===== src/rtl/directory_controller.sv =====
// Two-cache directory controller: arbitrates requests, consults an external
// next-state block, snoops the other cache when its state changes, replies.
// Ports: clk, rst (sync, high); c1_/c2_req_* request ports; ns_* next-state
// lookup; snp_* snoop to the other cache; rsp_* reply to the requester.
module directory_controller #(
  parameter int IDX_W = 6
) (
  input  logic             clk,
  input  logic             rst,
  input  logic             c1_req_valid,
  output logic             c1_req_ready,
  input  logic [2:0]       c1_req_op,
  input  logic [IDX_W-1:0] c1_req_idx,
  input  logic             c2_req_valid,
  output logic             c2_req_ready,
  input  logic [2:0]       c2_req_op,
  input  logic [IDX_W-1:0] c2_req_idx,
  output logic [3:0]       ns_state,
  output logic [2:0]       ns_op,
  output logic [1:0]       ns_src,
  output logic [1:0]       ns_dest,
  input  logic [3:0]       ns_next,
  output logic             snp_valid,
  output logic [1:0]       snp_dest,
  output logic [2:0]       snp_op,
  output logic [IDX_W-1:0] snp_idx,
  input  logic             snp_ack,
  output logic             rsp_valid,
  output logic [1:0]       rsp_dest,
  output logic [2:0]       rsp_op,
  output logic [IDX_W-1:0] rsp_idx,
  input  logic             rsp_ready
);

  localparam int DEPTH = 2 ** IDX_W;
  localparam logic [2:0] OP_REPLY = 3'd2;
  localparam logic [2:0] OP_RD    = 3'd3;
  localparam logic [2:0] OP_INV   = 3'd5;

  typedef enum logic [1:0] {IDLE, LOOKUP, SNOOP, RESP} state_t;

  state_t           state_q;
  logic [3:0]       dir_q [DEPTH];
  logic [2:0]       op_q;
  logic [2:0]       snp_op_q;
  logic [IDX_W-1:0] idx_q;
  logic             src2_q;
  logic             last2_q;

  logic       gnt1, gnt2;
  logic [3:0] cur;
  logic [1:0] cur_oth, nxt_oth;
  logic       skip;
  logic [1:0] src_id, oth_id;

  // Contested cycle goes to the port not served last.
  assign gnt1 = c1_req_valid & (~c2_req_valid | last2_q);
  assign gnt2 = c2_req_valid & (~c1_req_valid | ~last2_q);

  assign c1_req_ready = (state_q == IDLE) & ~rst & gnt1;
  assign c2_req_ready = (state_q == IDLE) & ~rst & gnt2;

  assign cur     = dir_q[idx_q];
  assign cur_oth = src2_q ? cur[1:0] : cur[3:2];
  assign nxt_oth = src2_q ? ns_next[1:0] : ns_next[3:2];
  assign skip    = (op_q == 3'd0) | (op_q == 3'd1) | (op_q == OP_REPLY);
  assign src_id  = src2_q ? 2'd2 : 2'd1;
  assign oth_id  = src2_q ? 2'd1 : 2'd2;

  always_ff @(posedge clk) begin
    if (rst) begin
      state_q  <= IDLE;
      last2_q  <= 1'b1;
      op_q     <= '0;
      snp_op_q <= '0;
      idx_q    <= '0;
      src2_q   <= 1'b0;
      for (int i = 0; i < DEPTH; i++) dir_q[i] <= '0;
    end else begin
      case (state_q)
        IDLE: begin
          if (c1_req_ready) begin
            op_q    <= c1_req_op;
            idx_q   <= c1_req_idx;
            src2_q  <= 1'b0;
            last2_q <= 1'b0;
            state_q <= LOOKUP;
          end else if (c2_req_ready) begin
            op_q    <= c2_req_op;
            idx_q   <= c2_req_idx;
            src2_q  <= 1'b1;
            last2_q <= 1'b1;
            state_q <= LOOKUP;
          end
        end
        LOOKUP: begin
          if (skip) begin
            state_q <= IDLE;
          end else begin
            dir_q[idx_q] <= ns_next;
            if (nxt_oth != cur_oth) begin
              // Other cache keeps a shared copy -> RD, otherwise invalidate.
              snp_op_q <= (nxt_oth == 2'd1) ? OP_RD : OP_INV;
              state_q  <= SNOOP;
            end else begin
              state_q <= RESP;
            end
          end
        end
        SNOOP: if (snp_ack) state_q <= RESP;
        RESP:  if (rsp_ready) state_q <= IDLE;
        default: state_q <= IDLE;
      endcase
    end
  end

  always_comb begin
    ns_state  = '0;
    ns_op     = '0;
    ns_src    = '0;
    ns_dest   = '0;
    snp_valid = 1'b0;
    snp_dest  = '0;
    snp_op    = '0;
    snp_idx   = '0;
    rsp_valid = 1'b0;
    rsp_dest  = '0;
    rsp_op    = '0;
    rsp_idx   = '0;
    case (state_q)
      LOOKUP: begin
        ns_state = cur;
        ns_op    = op_q;
        ns_src   = src_id;
        ns_dest  = oth_id;
      end
      SNOOP: begin
        snp_valid = 1'b1;
        snp_dest  = oth_id;
        snp_op    = snp_op_q;
        snp_idx   = idx_q;
      end
      RESP: begin
        rsp_valid = 1'b1;
        rsp_dest  = src_id;
        rsp_op    = OP_REPLY;
        rsp_idx   = idx_q;
      end
      default: ;
    endcase
  end

endmodule


===== config.mk =====
export PLATFORM = sky130hd
export DESIGN_NAME = directory_controller
export DESIGN_NICKNAME = d
export VERILOG_FILES = /design/src/rtl/directory_controller.sv
export SDC_FILE = /design/constraint.sdc
export NUM_CORES = 1
export LEC_CHECK = 0
export ABC_AREA = 1
export CAP_MARGIN = 20
export CORE_MARGIN = 4
export CORE_UTILIZATION = 26
export CTS_CLUSTER_DIAMETER = 30
export DETAILED_ROUTE_END_ITERATION = 8
export GPL_ROUTABILITY_DRIVEN = 1
export PLACE_DENSITY = 0.39
export SLEW_MARGIN = 20
export SYNTH_ARGS = -nofsm -noshare
export SYNTH_HDL_FRONTEND = slang
export SYNTH_SLANG_ARGS = --single-unit

===== constraint.sdc =====
create_clock -name clk -period 2.4 [get_ports clk]
set_clock_uncertainty 0.05 [all_clocks]
set_input_delay 0.48 -clock clk [delete_from_list [all_inputs] [get_ports clk]]
set_output_delay 0.48 -clock clk [all_outputs]
set_load 0.02 [all_outputs]

; ---- Word level (Yosys, flattened, before mapping)
; Memories as Yosys holds them, arrays and structs flattened. A register that Yosys moved wholly into a read port is not among the register bits.
; Index checks and enable logic that the tools add are counted.
; Widths: inputs -> output; s select.
[totals]
word_cells = 79
in_bits = 28
out_inout_bits = 37
n_memories = 1
regBits = 16
ram_bits = 256
[classes]
n_bitwise = 14
reduce_logical = 7
n_eq_ne = 10
n_mux = 41
[memory_table]
columns = name, depth, word_bits, read_ports, rd_clocked_by_memory_dff, write_ports, line_no
row1 = dir_q, 64, 4, 1, 1, 64, 43  ; logic [3:0] dir_q [DEPTH];
[ops]
columns = operator, count
row1 = $mux 6, 7
row2 = $mux 2, 14
row3 = $mux 3, 5
row4 = $mux 1, 12
row5 = $mux 4, 2
row6 = $pmux 2 s4, 1
row7 = $reduce_and 3->1, 2
row8 = $and 1x1->1, 5
row9 = $not 1->1, 5
row10 = $eq 2x1->1 const B, 2
row11 = $eq 2x2->1 const B, 2
row12 = $ne 2x2->1 const B, 2
row13 = $or 1x1->1, 4
row14 = $reduce_or 4->1, 1
row15 = $eq 3x1->1 const B, 1
row16 = $eq 3x2->1 const B, 1
row17 = $logic_not 3->1, 1
row18 = $ne 3x3->1 const B, 1
row19 = $logic_not 2->1, 1
row20 = $ne 2x2->1, 1
row21 = $reduce_and 2->1, 1
row22 = $reduce_bool 2->1, 1

; ---- Depth between registers and ports, before layout
[logic_depth]
ltp_word = 9
mapped_depth = 19
mapped_depth_nobuf = 17

; ---- Worst setup path after synthesis
; No wires, ideal clock.
[synth_timing]
kind = register to output
start = register with a tool-made name
end = output port ns_state[2]
stages_incl_launch_ff = 11
t_required_ps = 1870
path_buffers = 2
setup_slack_ps = 387
arrival_time_ps = 1483
path_cell_list = dfxtp_1 buf_6 buf_4 nand2_1 nand3_1 nand3_1 nand2_1 nand2_1 nand3_1 nand3_1 a21oi_1
[synth_lines]
columns = item, line_no
row1 = to (decl), 18  ; output logic [3:0] ns_state,

==> impl_metrics.py <==
metrics = {
    "sta": {
        "timing.hold.ws_ns": 0.4132,
        "finalWorstPathRequiredPeriod_ns": 2.850,
        "worst_pin_slew_ns": 0.5329,
        "relSlewSlack_pct": 64.42,
        "final_critical_path_setup_slack_ns": -0.4496,
        "timing.final.crit_share_pct": 118.7,
        "rsz0062_at_grt": "yes",
        "setup_total_negative_slack_ns": -2.106,
        "hold_violation_count_in_the_final_report": 0,
        "max_clock_freq_mhz": 350.9,
        "final-setup-viol-count": 8,
        "final-max-slew-violation-count": 0,
    },
    "global_route": {
        "global_route.overflow_total": 0,
        "grt_start_max_net_pins": 65,
        "track_usage_pct": 16.51,
        "grt_pass1_vias": 11560,
        "grt_first_pass_wirelength_um": 67700,
        "antenna_found_initial": 0,
    },
    "logic_synthesis": {
        "synth_edf_count": 256,
        "synthesis.instances": 1471,
        "yosys.area.top_type_share_pct": 58.26,
        "synth-adder-area-share_pct": 0,
        "synth.ff_latch_count": 278,
        "most_instantiated_cells_after_synthesis": "sky130_fd_sc_hd__nand2_1, sky130_fd_sc_hd__nor2_1, sky130_fd_sc_hd__edfxtp_1",
        "synth.yosys.warnings": 0,
        "synth_mux_area_share_pct": 0,
        "synth_top_family_by_area": "simple AND/OR/NAND/NOR gates",
        "synth-compound-area-share_pct": 1.346,
        "mappedNetlistArea_um2": 13200,
        "ys_async_sr_fraction_pct": 0,
        "post_synth_xor_area_fraction_pct": 0,
        "ys.flop_type": "sky130_fd_sc_hd__edfxtp_1",
        "synth_cell_type_count": 22,
        "synth_area_leader_cell": "sky130_fd_sc_hd__edfxtp_1",
        "yosys-top-cells-area": "sky130_fd_sc_hd__edfxtp_1, sky130_fd_sc_hd__nand2_1, sky130_fd_sc_hd__nor2_1",
        "synth_seq_area_share_pct": 61.60,
        "synth_most_common_cell": "sky130_fd_sc_hd__nand2_1",
        "avgSynthCellArea_um2": 8.970,
        "yosys.area_share.simple_pct": 31.65,
    },
    "route": {
        "route.detailed.wl_per_inst_um": 18.60,
        "detail_route.vias_per_cell": 4.563,
        "drt-pass1-iter-count": 5,
        "via_count": 11240,
        "drc_errors": 0,
        "detail_route.iter0.violations": 649,
        "wirelength_um": 45840,
        "drt.antenna.violating_nets": 0,
    },
    "power_and_ir_drop": {
        "clock_power_share_pct": 50.6,
        "comb_power_share_pct": 20.7,
        "netSwitchingPower_mw": 5.577,
        "pwr-share-seq_pct": 28.8,
        "pwr_density_cell_nw_per_um2": 1007,
        "fin_total_pwr_mw": 19.75,
        "power.static_leakage_nw": 8.116,
        "power_report.internal_total_mw": 14.17,
        "ir_worst_vdd_uv": 589.2,
        "netSwitchingFraction_pct": 28.24,
    },
    "floorplanning": {
        "die_h_um": 233.3,
        "core.rowCount": 82,
        "initial_utilization_pct": 26.30,
        "core_area_um2": 50170,
        "die_width_um": 233.3,
        "ios": 65,
        "area_of_the_die_um2": 54420,
    },
    "placement": {
        "portbufs": 62,
        "dp_hpwl_um": 28030,
        "placed_standard_cell_area_um2": 15690,
        "dp.cells": 2290,
        "place.gp.congestion": 0.7971,
    },
    "finish": {
        "finish.net_count": 1759,
        "drive_gt1_share_pct": 29.85,
        "syn2layout_area_growth_pct": 48.57,
        "final_design_area_no_fill_um2": 19600,
        "layoutNonFillerInstCount": 2464,
        "antenna_cells": 0,
    },
    "critical_path": {
        "crit_arrival_ns": 2.32,
        "worst_path_required_time_ns": 1.87,
        "regToRegEndpoint": "snp_op_q[2]",
        "crit_path_max_fanout": 6,
        "critical_path_type": "register to output port",
        "worst_r2r_path_depth": 22,
        "timing.critical_path.to_type": "output port",
        "timing.reg2reg.setup_slack_ns": -0.16,
        "critical_path.startpoint_type": "register",
    },
    "hold_path": {
        "timing.hold.worst.start": "snp_op_q[0]",
        "worst_hold_endpoint": "snp_op_q[0]",
        "hold-path-cell-count": 2,
        "type_of_the_worst_min_delay_path": "register to register",
    },
    "cts": {
        "clockBufferDepth": 3,
        "cts.sink_count": 278,
        "cts_made_buffers": 76,
        "clock_tree_from_tritoncts": "yes",
        "clkSlewWorstSetupHoldPaths_ns": 0.04,
        "cts_max_level": 3,
        "cts.root.buffer_cell": "sky130_fd_sc_hd__clkbuf_16",
        "clk-insertion-delay-late_ns": 0.58,
    },
    "status": {
        "status": "finished with violations",
        "violated_checks": "negative setup slack",
    },
    "job": {
        "cap_viol_max_count": 0,
    },
}
==> power groups by stage <==
stage                     clock, mW  combinational [mW]  sequential, mW
final                          9.99                4.08            5.68
after global placement            0                3.14            5.75
after detailed placement          0                3.13            5.75
after floorplan                   0                1.84            5.68
after global routing           10.4                4.44            5.71
after CTS                      10.1                3.45            5.69
==> what timing repair did <==
item	in CTS	in global routing
endpoints found under the setup margin	37	78
buffers inserted	5	14
pin swaps	11	79
hold buffers	0	0
gates resized for setup	123	192
gates cloned	4	14
==> sequential cells by signal, indices dropped and copies added (netlist names), named ones only <==
signal,cells
dir_q,256
last2_q,1
snp_op_q,3
idx_q,6
op_q,3
state_q,1
src2_q,1
==> critical path, stage by stage (launching register included) <==
cell,delay (ns)
sky130_fd_sc_hd__dfxtp_4,0.39
sky130_fd_sc_hd__buf_12,0.17
sky130_fd_sc_hd__buf_12,0.15
sky130_fd_sc_hd__clkbuf_16,0.15
sky130_fd_sc_hd__nand2_1,0.05
sky130_fd_sc_hd__nand3_1,0.07
sky130_fd_sc_hd__nand3_1,0.08
sky130_fd_sc_hd__nand2_1,0.07
sky130_fd_sc_hd__nand2_1,0.07
sky130_fd_sc_hd__nand3_2,0.09
sky130_fd_sc_hd__nand3_4,0.13
sky130_fd_sc_hd__a21oi_4,0.19
sky130_fd_sc_hd__buf_6,0.13
==> through the flow <==
step	setup slack, ns	util [%]
final	-0.4496	39.07
after global routing	-0.5286	39.07
after CTS	-0.4682	37.18
after detailed placement	-0.5510	31.28
after global placement	-0.5227	31.28
after floorplan	0.3870	-
==> per-layer routing <==
metal / up-vias / global-route usage, % / part of all wire (%)
met5: - / 0 / 0
met1: 5447 / 21.62 / 45
li1: 5446 / - / -
met2: 284 / 27.50 / 48
met3: 65 / 2.841 / 4.4
met4: 0 / 5.977 / 2.2
==> area by class of cell <==
class                   count  area, um2
clock buffers              88       1977
repair buffers            275       2766
flip-flops and latches    278       8134
fillers                  5029      30570
multi-input cells        1062       5120
clock inverters            51      580.6
well taps                 672      840.8
repair inverters            1      20.02
inverters                  37      165.2
==> worst max-delay path by stage <==
| stage | endpoint | cells past startpoint |
|---|---|---|
| after detailed placement | ns_state[0] | 10 |
| after floorplan | ns_state[2] | 10 |
| after global placement | ns_state[0] | 10 |
| after CTS | ns_state[0] | 12 |
| after global routing | ns_state[0] | 12 |
| final | ns_state[0] | 12 |
==> cell families (layout without fill, tap and decap cells) <==
| group | count (synthesis) | after routing |
|---|---|---|
| AO/OA/AOI/OAI | 35 | 35 |
| buffers and inverters | 132 | 452 |
| flip-flops | 278 | 278 |
| other | 1 | 2 |
| AND/OR/NAND/NOR | 1025 | 1025 |
==> layout by cell type, fill, tap and decap left out, types with 11 or more instances in the layout <==
| master | instances |
|---|---|
| sky130_fd_sc_hd__nand3_1 | 127 |
| sky130_fd_sc_hd__clkinv_2 | 12 |
| sky130_fd_sc_hd__buf_6 | 12 |
| sky130_fd_sc_hd__bufinv_16 | 11 |
| sky130_fd_sc_hd__dlygate4sd2_1 | 11 |
| sky130_fd_sc_hd__clkinv_1 | 15 |
| sky130_fd_sc_hd__nand3_2 | 87 |
| sky130_fd_sc_hd__nor2_1 | 307 |
| sky130_fd_sc_hd__dfxtp_1 | 19 |
| sky130_fd_sc_hd__buf_12 | 25 |
| sky130_fd_sc_hd__buf_4 | 161 |
| sky130_fd_sc_hd__clkbuf_2 | 16 |
| sky130_fd_sc_hd__nor3_1 | 13 |
| sky130_fd_sc_hd__a21oi_1 | 12 |
| sky130_fd_sc_hd__nand2_1 | 414 |
| sky130_fd_sc_hd__clkbuf_16 | 88 |
| sky130_fd_sc_hd__o21ai_0 | 15 |
| sky130_fd_sc_hd__clkdlybuf4s50_1 | 27 |
| sky130_fd_sc_hd__edfxtp_1 | 256 |
| sky130_fd_sc_hd__inv_1 | 26 |
| sky130_fd_sc_hd__nand2_2 | 58 |
Power figures use the tool's default switching activity.
